$ cat src/rtl/tdm_slot_scheduler_pkg.sv
// tdm_pkg: shared types and helpers for the TDM slot scheduler.
// Optional feature macro: TDM_SCHED_MUTE_ON_UNDERRUN_EN.
package tdm_pkg;

  typedef enum logic {
    SYNC = 1'b0,
    RUN  = 1'b1
  } sched_state_t;

  localparam int unsigned SLOTS_PER_SRC = 2;
  localparam int unsigned LEFT_OFS      = 0;
  localparam int unsigned RIGHT_OFS     = 1;

  function automatic int unsigned cnt_width(
    input int unsigned n
  );
    return (n < 2) ? 1 : $clog2(n);
  endfunction

endpackage

$ cat src/rtl/tdm_slot_scheduler_if.sv
// Source-side handshake and frame outputs of the scheduler.
// Optional feature macro: TDM_SCHED_MUTE_ON_UNDERRUN_EN.
interface tdm_slot_scheduler_if #(
  parameter int G_BITS    = 16,
  parameter int G_SOURCES = 4
);

  logic [G_SOURCES-1:0]          in_slot_enable;
  logic [G_SOURCES-1:0]          in_valid;
  logic [G_SOURCES*G_BITS-1:0]   in_left;
  logic [G_SOURCES*G_BITS-1:0]   in_right;
  logic [G_SOURCES-1:0]          out_ready;
  logic [2*G_SOURCES*G_BITS-1:0] out_slots;
  logic                          out_frame_strobe;
  logic [G_SOURCES-1:0]          out_underrun;
  logic                          out_running;

  modport master (
    output in_slot_enable,
    output in_valid,
    output in_left,
    output in_right,
    input  out_ready,
    input  out_slots,
    input  out_frame_strobe,
    input  out_underrun,
    input  out_running
  );

  modport slave (
    input  in_slot_enable,
    input  in_valid,
    input  in_left,
    input  in_right,
    output out_ready,
    output out_slots,
    output out_frame_strobe,
    output out_underrun,
    output out_running
  );

endinterface

$ cat src/rtl/tdm_slot_scheduler_buffer.sv
// tdm_sample_buffer: one-entry stereo buffer with last-value hold.
// Optional feature macro: TDM_SCHED_MUTE_ON_UNDERRUN_EN.
module tdm_sample_buffer
  import tdm_pkg::*;
#(
  parameter int G_BITS = 16
) (
  input  logic              clk,
  input  logic              rst,
  input  logic              enable,
  input  logic              valid,
  input  logic              xfer,
  input  logic [G_BITS-1:0] left,
  input  logic [G_BITS-1:0] right,
  output logic              ready,
  output logic              full,
  output logic              underrun,
  output logic [G_BITS-1:0] slot_left,
  output logic [G_BITS-1:0] slot_right
);

  logic [G_BITS-1:0] buf_left;
  logic [G_BITS-1:0] buf_right;
  logic              accept;
  logic              deliver;

`ifndef TDM_SCHED_MUTE_ON_UNDERRUN_EN
  logic [G_BITS-1:0] last_left;
  logic [G_BITS-1:0] last_right;
`endif

  // Disabled sources always look ready so they drain and discard.
  assign ready    = ~full | ~enable;
  assign accept   = valid & ready & enable;
  assign deliver  = xfer & enable & full;
  assign underrun = enable & ~full;

  // Slot content offered for the transfer cycle.
  always_comb begin
    slot_left  = '0;
    slot_right = '0;
    if (enable && full) begin
      slot_left  = buf_left;
      slot_right = buf_right;
    end else if (enable) begin
`ifdef TDM_SCHED_MUTE_ON_UNDERRUN_EN
      slot_left  = '0;
      slot_right = '0;
`else
      slot_left  = last_left;
      slot_right = last_right;
`endif
    end
  end

  // Fill on accept, drain on delivery; accept needs an empty buffer.
  always_ff @(posedge clk) begin
    if (rst) begin
      full      <= 1'b0;
      buf_left  <= '0;
      buf_right <= '0;
    end else if (accept) begin
      full      <= 1'b1;
      buf_left  <= left;
      buf_right <= right;
    end else if (deliver) begin
      full      <= 1'b0;
    end
  end

`ifndef TDM_SCHED_MUTE_ON_UNDERRUN_EN
  // Remember the last delivered pair for underrun repeat.
  always_ff @(posedge clk) begin
    if (rst) begin
      last_left  <= '0;
      last_right <= '0;
    end else if (deliver) begin
      last_left  <= buf_left;
      last_right <= buf_right;
    end
  end
`endif

endmodule

$ cat src/rtl/tdm_slot_scheduler.sv
// tdm_slot_scheduler: packs stereo sources into a strobed TDM frame.
// Optional feature macro: TDM_SCHED_MUTE_ON_UNDERRUN_EN.
module tdm_slot_scheduler
  import tdm_pkg::*;
#(
  parameter int G_BITS        = 16,
  parameter int G_SOURCES     = 4,
  parameter int G_FRAME_MCLKS = 512
) (
  input logic                 in_mclk,
  input logic                 in_reset,
  tdm_slot_scheduler_if.slave bus
);

  localparam int CW = cnt_width(G_FRAME_MCLKS);
  localparam int SW = 2 * G_SOURCES * G_BITS;
  localparam logic [CW-1:0] LAST = CW'(G_FRAME_MCLKS - 1);

  sched_state_t state;
  sched_state_t state_next;
  logic [CW-1:0] cnt;
  logic [CW-1:0] cnt_next;

  logic                 any_en;
  logic                 primed;
  logic                 xfer;
  logic [G_SOURCES-1:0] ready;
  logic [G_SOURCES-1:0] full;
  logic [G_SOURCES-1:0] urun;
  logic [SW-1:0]        slots_next;

  logic [SW-1:0]        slots_q;
  logic                 strobe_q;
  logic [G_SOURCES-1:0] urun_q;

  for (genvar i = 0; i < G_SOURCES; i++) begin : g_src
    localparam int LO =
      (int'(SLOTS_PER_SRC) * i + int'(LEFT_OFS)) * G_BITS;
    localparam int RO =
      (int'(SLOTS_PER_SRC) * i + int'(RIGHT_OFS)) * G_BITS;

    tdm_sample_buffer #(
      .G_BITS (G_BITS)
    ) u_buf (
      .clk        (in_mclk),
      .rst        (in_reset),
      .enable     (bus.in_slot_enable[i]),
      .valid      (bus.in_valid[i]),
      .xfer       (xfer),
      .left       (bus.in_left[i*G_BITS +: G_BITS]),
      .right      (bus.in_right[i*G_BITS +: G_BITS]),
      .ready      (ready[i]),
      .full       (full[i]),
      .underrun   (urun[i]),
      .slot_left  (slots_next[LO +: G_BITS]),
      .slot_right (slots_next[RO +: G_BITS])
    );
  end

  assign any_en = |bus.in_slot_enable;
  assign primed = any_en & (&(full | ~bus.in_slot_enable));
  assign xfer   = (state == RUN) & any_en & (cnt == LAST);

  // Next-state and frame counter; counter parked at 0 in SYNC.
  always_comb begin
    state_next = state;
    cnt_next   = cnt;
    unique case (state)
      SYNC: begin
        cnt_next = '0;
        if (primed) begin
          state_next = RUN;
        end
      end
      RUN: begin
        if (!any_en) begin
          state_next = SYNC;
          cnt_next   = '0;
        end else if (cnt == LAST) begin
          cnt_next = '0;
        end else begin
          cnt_next = cnt + 1'b1;
        end
      end
      default: begin
        state_next = SYNC;
        cnt_next   = '0;
      end
    endcase
  end

  // State and counter registers.
  always_ff @(posedge in_mclk) begin
    if (in_reset) begin
      state <= SYNC;
      cnt   <= '0;
    end else begin
      state <= state_next;
      cnt   <= cnt_next;
    end
  end

  // Frame image, strobe and underrun flags move together.
  always_ff @(posedge in_mclk) begin
    if (in_reset) begin
      slots_q  <= '0;
      strobe_q <= 1'b0;
      urun_q   <= '0;
    end else begin
      strobe_q <= xfer;
      urun_q   <= xfer ? urun : '0;
      if (xfer) begin
        slots_q <= slots_next;
      end
    end
  end

  assign bus.out_ready        = ready;
  assign bus.out_slots        = slots_q;
  assign bus.out_frame_strobe = strobe_q;
  assign bus.out_underrun     = urun_q;
  assign bus.out_running      = (state == RUN);

endmodule

$ cat src/flat_wrapper.sv
// flat-port wrapper written by rule: the top's interface ports become plain ports
module tdm_slot_scheduler_flat import tdm_pkg::*;
#(
  parameter int G_BITS        = 16,
  parameter int G_SOURCES     = 4,
  parameter int G_FRAME_MCLKS = 512
)
  (in_mclk, in_reset, bus_in_slot_enable, bus_in_valid, bus_in_left, bus_in_right, bus_out_ready, bus_out_slots, bus_out_frame_strobe, bus_out_underrun, bus_out_running);
  tdm_slot_scheduler_if #(.G_BITS(G_BITS), .G_SOURCES(G_SOURCES)) bus_i ();
  input logic in_mclk;
  input logic in_reset;
  input wire logic [$bits(bus_i.in_slot_enable)-1:0] bus_in_slot_enable;
  input wire logic [$bits(bus_i.in_valid)-1:0] bus_in_valid;
  input wire logic [$bits(bus_i.in_left)-1:0] bus_in_left;
  input wire logic [$bits(bus_i.in_right)-1:0] bus_in_right;
  output wire logic [$bits(bus_i.out_ready)-1:0] bus_out_ready;
  output wire logic [$bits(bus_i.out_slots)-1:0] bus_out_slots;
  output wire logic [$bits(bus_i.out_frame_strobe)-1:0] bus_out_frame_strobe;
  output wire logic [$bits(bus_i.out_underrun)-1:0] bus_out_underrun;
  output wire logic [$bits(bus_i.out_running)-1:0] bus_out_running;
  assign bus_i.in_slot_enable = bus_in_slot_enable;
  assign bus_i.in_valid = bus_in_valid;
  assign bus_i.in_left = bus_in_left;
  assign bus_i.in_right = bus_in_right;
  assign bus_out_ready = bus_i.out_ready;
  assign bus_out_slots = bus_i.out_slots;
  assign bus_out_frame_strobe = bus_i.out_frame_strobe;
  assign bus_out_underrun = bus_i.out_underrun;
  assign bus_out_running = bus_i.out_running;
  tdm_slot_scheduler #(.G_BITS(G_BITS), .G_SOURCES(G_SOURCES), .G_FRAME_MCLKS(G_FRAME_MCLKS)) u_core (.in_mclk(in_mclk), .in_reset(in_reset), .bus(bus_i));
endmodule
$ cat config.mk
export PLATFORM = sky130hd
export DESIGN_NAME = tdm_slot_scheduler_flat
export DESIGN_NICKNAME = d
export VERILOG_FILES = /design/src/rtl/tdm_slot_scheduler_pkg.sv /design/src/rtl/tdm_slot_scheduler_if.sv /design/src/rtl/tdm_slot_scheduler_buffer.sv /design/src/rtl/tdm_slot_scheduler.sv /design/src/flat_wrapper.sv
export SDC_FILE = /design/constraint.sdc
export NUM_CORES = 1
export LEC_CHECK = 0
export ABC_AREA = 1
export CAP_MARGIN = 20
export CORE_ASPECT_RATIO = 0.9
export CORE_MARGIN = 2
export CORE_UTILIZATION = 40
export DETAILED_ROUTE_END_ITERATION = 10
export SLEW_MARGIN = 20
export SYNTH_ARGS = -nofsm -noshare
export SYNTH_HDL_FRONTEND = slang
export SYNTH_SLANG_ARGS = --single-unit
$ cat constraint.sdc
create_clock -name in_mclk -period 5.7 [get_ports in_mclk]
set_input_delay 1.14 -clock in_mclk [delete_from_list [all_inputs] [get_ports in_mclk]]
set_output_delay 1.14 -clock in_mclk [all_outputs]
set_load 0.005 [all_outputs]
==> results.toml, run 1 <==
[timing]
final_hold_viol_count = 0
worst-slew-pin-transition_ns = 0.962
total_count_of_max_transition_violations_in_the_final_report = 0
fin_hold_ws_ns = 0.447
finalCriticalPeriod_ns = 3.95
final_setup_violation_count = 0
post-route-period-util = 0.693
setup_slack_ns = 1.75
relSlewSlack = 0.359
rsz0062_at_grt = "false"
setup_tns_ns = 0
fin_skew_ns = 0.0127
max_freq_ghz = 0.253

[synth]
sequential_to_total_area_share_from_yosys_stat = 0.525
mappedNetlistNets = 2191
post_synth_instance_area_um2 = 15400
synth.ff_latch_count = 403
syn_inst = 2051
synth_cell_types = 20
synthesis.area_per_instance_um2 = 7.49
synth.yosys.warnings = 0

[routing]
drt.antenna.violating_nets = 0
drt-vias-per-instance = 5.05
drt_pass1_iterations = 5
drcViolationCount = 0
route.detailed.wl_per_inst_um = 16.0
initialDrtViolationCount = 888
route.vias.total = 14000
detail_route.wirelength_um = 44400

[clock_network]
cts_post_setup_buffers_inserted = 0
cts_root_buf = "clkbuf_16"
cts_htree_levels = 2
cts_made_buffers = 44
holdBufCountCts = 0
tritoncts = "yes"
cts-root-to-sink-buffers = 3
clock_latency_reported_for_the_late_side_of_the_worst_skew_pair_ns = 0.55
cts.sink_count = 403
post_cts_resize_count = 0
cts.clk_slew.worst_paths_ns = 0.05

[critical_path]
timing.critical_path.to_type = "output pin"
startpoint_type = "input pin"
critical_path.max_fanout = 35
worstPathArrival_ns = 2.81
worstPathRequired_ns = 4.56
critical_path_class = "input pin to output pin"

[die]
num_rows = 68
die_area_um2 = 40000
y_dimension_of_the_die_um = 190
num_io_pins = 276
fp.coreArea_um2 = 38100
initial_core_util = 0.403
die_width_um = 211

[layout]
layout.cells.most_common = "nand2_1"
most_frequent_cells_in_the_layout = "nand2_1, dfxtp_1, a21oi_1"
synthToLayoutAreaGrowth_pct = 29.3
drive_gt1_frac = 0.0465
final_std_cell_area_no_fill_um2 = 19900
final_cells = 2770
final_util = 0.521
multi_input_comb_area_um2 = 5660
fillers = 3702
ff_latch_area_um2 = 8070
final_net_count = 2386

[global_routing]
grt_start_max_net_pins = 120
groute.usage.overall = 0.217
first_pass_grt_wire_length_um = 70800
busiest_layer = "met2"
globalRoute.totalOverflow = 0
grt_util_met1 = 0.302
grt_use_met3 = 0.0393
first_global_vias = 13300
antenna_found_initial = 1
grt_util_met2 = 0.351

[placed_design]
count_of_input_and_output_buffers = 275
post-place-ws_ns = 1.67
dpl-instance-area_um2 = 18300
placed_cells_incl_taps = 2689
global_placement_routability_congestion = 0.773
dp_hpwl_um = 26800

[worst_hold_path]
hold_path_class = "flop to flop"

[pwr]
static-leakage-power_nw = 6.80
power-per-cell-area_nw_per_um2 = 313
power.ir.vdd_worst_mv = 0.243
finalPower_mw = 6.22

[run_status]
run_status = "finished clean"

[run]
max-cap-violations = 0
## worst max-delay path, stage by stage
cell and delay, ns:
clkdlybuf4s50_1 0.54, nand2_1 0.13, buf_4 0.40, clkdlybuf4s50_1 0.59
## state kept, by name, summed over array words and instances, names as in the netlist
name and count:
u_core.g_src.u_buf.buf_right 64, u_core.bus.out_running 1, u_core.bus.out_slots 128, u_core.bus.out_frame_strobe 1, u_core.g_src.u_buf.buf_left 64, u_core.g_src.u_buf.full 4
u_core.bus.out_underrun 4, u_core.cnt 9, u_core.g_src.u_buf.last_right 64, u_core.g_src.u_buf.last_left 64
## synth_stat cells
| cell type | instances | area [um2] |
|---|---|---|
| nand2_2 | 1 | 6.26 |
| a21oi_1 | 359 | 1800 |
| or2_2 | 1 | 6.26 |
| dfxtp_1 | 403 | 8070 |
| buf_1 | 2 | 7.51 |
| o21ai_0 | 160 | 801 |
| nand3_2 | 1 | 10.0 |
| nand4_1 | 5 | 31.3 |
| buf_4 | 4 | 30.0 |
| inv_1 | 273 | 1020 |
| buf_2 | 41 | 205 |
| nor2_1 | 51 | 191 |
| nand3_1 | 7 | 35.0 |
| clkbuf_1 | 106 | 398 |
| ha_1 | 2 | 25.0 |
| xor2_1 | 1 | 8.76 |
| nand2_1 | 501 | 1880 |
| nor3b_1 | 1 | 7.51 |
| nor3_1 | 4 | 20.0 |
| o22ai_1 | 128 | 801 |
## logic make-up (layout without fill, tap and decap cells)
kind of cell	after synthesis	after routing	share of synthesized area
AO/OA/AOI/OAI	647	647	0.221
buffers and inverters	426	654	0.108
XOR/XNOR	1	1	0.000571
adder cells (fa/ha/maj)	2	2	0.00163
other	0	1	0
AND/OR/NAND/NOR	572	572	0.143
flip-flops	403	403	0.525
## final cells by class
cell class              instances  area share
diodes                          1    0.000126
well taps                     490      0.0309
inverters                     273      0.0520
repair buffers                302       0.150
flip-flops and latches        403       0.406
clock buffers                  68      0.0661
clock inverters                11     0.00945
multi-input cells            1222       0.285
## report_power, final
group	switching [mW]	internal [mW]	total (mW)
Clock	1.13	1.81	2.94
Combinational	0.217	0.148	0.365
Sequential	0.0330	2.88	2.92
## path summary, 6_finish.rpt
check	cells past startpoint	startpoint	to	slack, ns
worst max-delay path	4	bus_in_slot_enable[0]	bus_out_ready[0]	1.75
worst min register to register	1	u_core.cnt[0]$_SDFF_PP0_	u_core.cnt[0]$_SDFF_PP0_	0.45
worst max register to register	12	u_core.cnt[0]$_SDFF_PP0_	u_core.g_src[0].u_buf.last_left[10]$_SDFFE_PP0P_	2.42
worst min-delay path	1	u_core.cnt[0]$_SDFF_PP0_	u_core.cnt[0]$_SDFF_PP0_	0.45
## metal layers
layer,wire (um),vias to the layer above
met5,0,-
met1,21100,6576
met2,20100,335
met3,2430,59
met4,818,0
li1,-,7010
Power figures use the tool's default switching activity.
==> run 2, diff against run 1 <==
==> constraint.sdc (replaced) <==
create_clock -name in_mclk -period 4.1 [get_ports in_mclk]
set_input_delay 0.82 -clock in_mclk [delete_from_list [all_inputs] [get_ports in_mclk]]
set_output_delay 0.82 -clock in_mclk [all_outputs]
set_load 0.005 [all_outputs]
==> run 2 against run 1 <==
  * Clock power up 28%
  * Largest cell class unchanged
  * Clock skew about the same
  * Critical path type unchanged
  * Die area did not move
==> results.toml, run 2 (synthesis gave the netlist of run 1 again) <==
[run_status]
run_status = "finished clean"

[critical_path]
rrSetupSlack_ns = 1.30
crit_slowest_cell = "clkdlybuf4s50_1"
crit_path_max_delay_family = "buffers and inverters"
worst_path_cell_chain = "clkdlybuf4s50_1 -> nand2_1 -> clkdlybuf4s50_1"
timing.critical_path.to_type = "output pin"
slowest_delay_ns = 0.54
worst_path_most_repeated_cell = "clkdlybuf4s50_1"
critical_path.max_fanout = 4
r2r_end = "u_core.g_src[2].u_buf.last_left[10]$_SDFFE_PP0P_"
critical_path.reg2reg.startpoint = "u_core.cnt[0]$_SDFF_PP0_"
startpoint_type = "input pin"
cp_num_buf_inv = 2
worstPathArrival_ns = 2.14
worstPathRequired_ns = 3.28
critical_path_class = "input pin to output pin"
reg2regPathDepth = 12

[clock_network]
cts_made_buffers = 43
cts_root_buf = "clkbuf_16"
post_cts_resize_count = 0
tritoncts = "yes"
cts_htree_levels = 2
clock_latency_reported_for_the_late_side_of_the_worst_skew_pair_ns = 0.54
cts.sink_count = 403
cts.clk_slew.worst_paths_ns = 0.06
holdBufCountCts = 0
cts_post_setup_buffers_inserted = 0
cts-root-to-sink-buffers = 3

[timing]
finalCriticalPeriod_ns = 2.96
fin_skew_ns = 0.0126
rsz0062_at_grt = "false"
worst-slew-pin-transition_ns = 0.929
final_hold_viol_count = 0
total_count_of_max_transition_violations_in_the_final_report = 0
post-route-period-util = 0.722
relSlewSlack = 0.381
max_freq_ghz = 0.338
fin_hold_ws_ns = 0.451
final_setup_violation_count = 0
setup_tns_ns = 0

[placed_design]
dp_hpwl_um = 27300
dpl-instance-area_um2 = 18400
count_of_input_and_output_buffers = 275
global_placement_routability_congestion = 0.769

[routing]
drcViolationCount = 0
initialDrtViolationCount = 952
drt.antenna.violating_nets = 0
detail_route.wirelength_um = 45000
drt-vias-per-instance = 5.08
route.detailed.wl_per_inst_um = 16.3
route.vias.total = 14100
drt_pass1_iterations = 5

[pwr]
static-leakage-power_nw = 6.74
power.ir.vdd_worst_mv = 0.238
switching_share = 0.229
pwr-share-clk = 0.452
power.sequential.fraction = 0.486
finalPower_mw = 8.34
power-per-cell-area_nw_per_um2 = 422
p_sw_mw = 1.91
power.combinational.fraction = 0.061
internal_power_mw = 6.43

[layout]
most_frequent_cells_in_the_layout = "nand2_1, dfxtp_1, a21oi_1"
layout.cells.most_common = "nand2_1"
synthToLayoutAreaGrowth_pct = 28.7
final_net_count = 2388
largest_register_ff_count = 128
drive_gt1_frac = 0.0448
final_std_cell_area_no_fill_um2 = 19800

[worst_hold_path]
timing.hold.worst_endpoint = "u_core.cnt[0]$_SDFF_PP0_"
startpoint_of_the_tightest_hold_check_path = "u_core.cnt[0]$_SDFF_PP0_"
min_delay_path_depth = 1
hold_path_class = "flop to flop"

[global_routing]
globalRoute.totalOverflow = 0
groute.usage.overall = 0.220
antenna_found_initial = 1
first_pass_grt_wire_length_um = 71300
first_global_vias = 13500
grt_start_max_net_pins = 84

[die]
fp.coreArea_um2 = 38100
initial_core_util = 0.403
y_dimension_of_the_die_um = 190
num_io_pins = 276
die_area_um2 = 40000
num_rows = 68
die_width_um = 211

[run]
max-cap-violations = 0
run 2: cell types whose count changed in the layout (fill, tap and decap cells not counted), sizes merged:
cell,change
bufinv,-4
buf,+3
inv,-2
clkbuf,+1
clkinvlp,+1
run 2: cell type report:
class	instances	area, um2
antenna	1	2.50
tap	490	613
inverter	273	1030
fill	3679	18400
timing repair buffer	305	3030
clock inverter	6	57.6
clock buffer	69	1300
sequential	403	8070
multi-input combinational	1222	5660
run 2: routing by layer:
layer,GRT usage,vias up,wire [um]
li1,-,6990,-
met1,0.308,6709,21700
met2,0.355,329,20200
met3,0.0401,48,2420
met4,0.0474,0,661
met5,0,-,0
run 2: worst max path at each step:
stage,startpoint,to,cells after the start
floorplan,bus_in_slot_enable[0],bus_out_ready[0],3
finish,bus_in_slot_enable[3],bus_out_ready[3],3
CTS,bus_in_slot_enable[3],bus_out_ready[3],3
detailed placement,bus_in_slot_enable[3],u_core.g_src[2].u_buf.last_right[10]$_SDFFE_PP0P_,9
global placement,bus_in_slot_enable[0],u_core.g_src[2].u_buf.last_right[8]$_SDFFE_PP0P_,9
global route,u_core.cnt[0]$_SDFF_PP0_,u_core.g_src[2].u_buf.last_right[11]$_SDFFE_PP0P_,12
run 2: through the flow:
stage	setup WS, ns	util	std cells
finish	1.14	0.518	2769
global route	0.898	0.518	2768
CTS	1.12	0.518	2768
detailed placement	0.867	0.483	2693
global placement	0.935	0.483	2693
floorplan	1.86	-	2051
run 2: power by group through the flow:
stage / registers, mW / clock network (mW) / logic [mW]
floorplan: 4.13 / 0 / 0.265
global placement: 4.14 / 0 / 0.507
detailed placement: 4.14 / 0 / 0.510
CTS: 4.05 / 3.85 / 0.514
global route: 4.06 / 4.01 / 0.563
finish: 4.06 / 3.77 / 0.512
==> run 3, diff against run 2 <==
--- a/config.mk
+++ b/config.mk
@@ -11,6 +11,7 @@
 export CORE_MARGIN = 2
 export CORE_UTILIZATION = 40
 export DETAILED_ROUTE_END_ITERATION = 10
+export PLACE_DENSITY = 0.66
 export SLEW_MARGIN = 20
 export SYNTH_ARGS = -nofsm -noshare
 export SYNTH_HDL_FRONTEND = slang
==> constraint.sdc (replaced) <==
create_clock -name in_mclk -period 2.4 [get_ports in_mclk]
set_input_delay 0.48 -clock in_mclk [delete_from_list [all_inputs] [get_ports in_mclk]]
set_output_delay 0.48 -clock in_mclk [all_outputs]
set_load 0.005 [all_outputs]
==> run 3 against run 2 <==
  * Count of clock-buffer cells in the layout is 7 lower
  * Sequential share of layout area fell by 1.0 points
  * Critical path depth stayed put
  * Critical endpoint unchanged
  * Largest power group unchanged
==> results.toml, run 3 (synthesis gave the netlist of run 1 again) <==
[run_status]
run_status = "finished clean"

[timing]
rsz0062_at_grt = "true"
max_freq_ghz = 0.441
total_count_of_max_transition_violations_in_the_final_report = 0
post-route-period-util = 0.945
finalCriticalPeriod_ns = 2.27
worst-slew-pin-transition_ns = 0.926
final_hold_viol_count = 0
relSlewSlack = 0.383
fin_skew_ns = 0.0164
final_setup_violation_count = 0

[pwr]
static-leakage-power_nw = 6.99
switching_share = 0.224
power-per-cell-area_nw_per_um2 = 722
finalPower_mw = 14.6
power.sequential.fraction = 0.474
power.ir.vdd_worst_mv = 0.392
internal_power_mw = 11.4
p_sw_mw = 3.27
power.combinational.fraction = 0.062
pwr-share-clk = 0.464

[critical_path]
critical_path_class = "input pin to output pin"
crit_path_max_delay_family = "buffers and inverters"
r2r_end = "u_core.g_src[3].u_buf.last_right[15]$_SDFFE_PP0P_"
worst_path_cell_chain = "clkdlybuf4s50_1 -> nand2_1 -> clkdlybuf4s50_1"
critical_path.max_fanout = 4
critical_path.reg2reg.startpoint = "u_core.cnt[0]$_SDFF_PP0_"
slowest_delay_ns = 0.58
reg2regPathDepth = 11
worstPathArrival_ns = 1.79
worstPathRequired_ns = 1.92
worst_path_most_repeated_cell = "clkdlybuf4s50_1"
rrSetupSlack_ns = 0.22
startpoint_type = "input pin"
timing.critical_path.to_type = "output pin"
cp_num_buf_inv = 2
crit_slowest_cell = "clkdlybuf4s50_1"

[die]
num_rows = 68
num_io_pins = 276
y_dimension_of_the_die_um = 190
fp.coreArea_um2 = 38100
die_width_um = 211
die_area_um2 = 40000
initial_core_util = 0.403

[clock_network]
cts_htree_levels = 2
cts_root_buf = "clkbuf_16"
clock_latency_reported_for_the_late_side_of_the_worst_skew_pair_ns = 0.55
holdBufCountCts = 0
cts.clk_slew.worst_paths_ns = 0.06
cts.sink_count = 403
cts_made_buffers = 43
cts-root-to-sink-buffers = 3
tritoncts = "yes"

[layout]
antenna-diode-count = 0
final_std_cell_area_no_fill_um2 = 20200
largest_register_ff_count = 128
final_net_count = 2411
final_util = 0.531
drive_gt1_frac = 0.0583
layout.cells.most_common = "nand2_1"
fillers = 3580
multi_input_comb_area_um2 = 5680
most_frequent_cells_in_the_layout = "nand2_1, dfxtp_1, a21oi_1"
ff_latch_area_um2 = 8070
synthToLayoutAreaGrowth_pct = 31.9

[run]
max-cap-violations = 0

[global_routing]
globalRoute.totalOverflow = 0
first_global_vias = 13700
groute.usage.overall = 0.217
grt_start_max_net_pins = 186
first_pass_grt_wire_length_um = 70500
antenna_found_initial = 0

[placed_design]
count_of_input_and_output_buffers = 275
dpl-instance-area_um2 = 18700
dp_hpwl_um = 27900
global_placement_routability_congestion = 0.799

[routing]
drt_pass1_iterations = 5
route.vias.total = 14100
drcViolationCount = 0
route.detailed.wl_per_inst_um = 16.0
drt.antenna.violating_nets = 0
drt-vias-per-instance = 5.05
initialDrtViolationCount = 1112
detail_route.wirelength_um = 44600

[worst_hold_path]
hold_path_class = "input pin to flop"
startpoint_of_the_tightest_hold_check_path = "in_reset"
timing.hold.worst_endpoint = "u_core.bus.out_slots[102]$_SDFFE_PP0P_"
min_delay_path_depth = 2
==> run 3: how the worst max path moves through the flow <==
stage | start | end | cells after the start
detailed placement | bus_in_slot_enable[0] | u_core.bus.out_slots[41]$_SDFFE_PP0P_ | 7
finish | bus_in_slot_enable[3] | bus_out_ready[3] | 3
floorplan | u_core.cnt[0]$_SDFF_PP0_ | u_core.bus.out_slots[117]$_SDFFE_PP0P_ | 12
global placement | bus_in_slot_enable[0] | u_core.bus.out_slots[40]$_SDFFE_PP0P_ | 7
global route | u_core.cnt[0]$_SDFF_PP0_ | u_core.g_src[3].u_buf.last_left[1]$_SDFFE_PP0P_ | 11
CTS | u_core.cnt[0]$_SDFF_PP0_ | u_core.bus.out_slots[127]$_SDFFE_PP0P_ | 11
==> run 3: power by group through the flow <==
stage                     sequential (mW)  combinational [mW]  clock [mW]
after floorplan                      7.05               0.452           0
after global placement               7.07               0.898           0
after detailed placement             7.07               0.901           0
after CTS                            6.93               0.907        6.93
after global routing                 6.94               0.989        7.23
final                                6.93               0.907        6.79
==> run 3: stage by stage <==
stage / setup WS (ns) / setup TNS (ns) / instances / hold slack [ns]
final: 0.133 / 0 / 2790 / 0.253
after global routing: -0.00252 / -0.00252 / 2790 / 0.236
after CTS: 0.0113 / 0 / 2785 / 0.222
after detailed placement: -0.144 / -11.06 / 2711 / 0.444
after global placement: -0.0753 / -5.89 / 2711 / 0.429
after floorplan: 0.461 / 0 / 2051 / 0.418
==> run 3: final cells by class <==
type,count,area share
Inverter,273,0.0513
Timing Repair Buffer,328,0.168
Multi-Input combinational cell,1222,0.280
Tap cell,490,0.0303
Clock inverter,12,0.00822
Sequential cell,403,0.398
Clock buffer,62,0.0632
==> run 3: per-layer routing <==
| layer | wire (um) | vias up | global-route usage |
|---|---|---|---|
| met2 | 20300 | 437 | 0.352 |
| met4 | 840 | 0 | 0.0615 |
| met1 | 20600 | 6555 | 0.296 |
| met3 | 2840 | 56 | 0.0401 |
| met5 | 0 | - | 0 |
| li1 | - | 7038 | - |
==> run 3: repair_timing <==
item                       in CTS  in global routing
setup buffers                   0                  4
resized for setup               0                 10
setup endpoints to repair       0                231
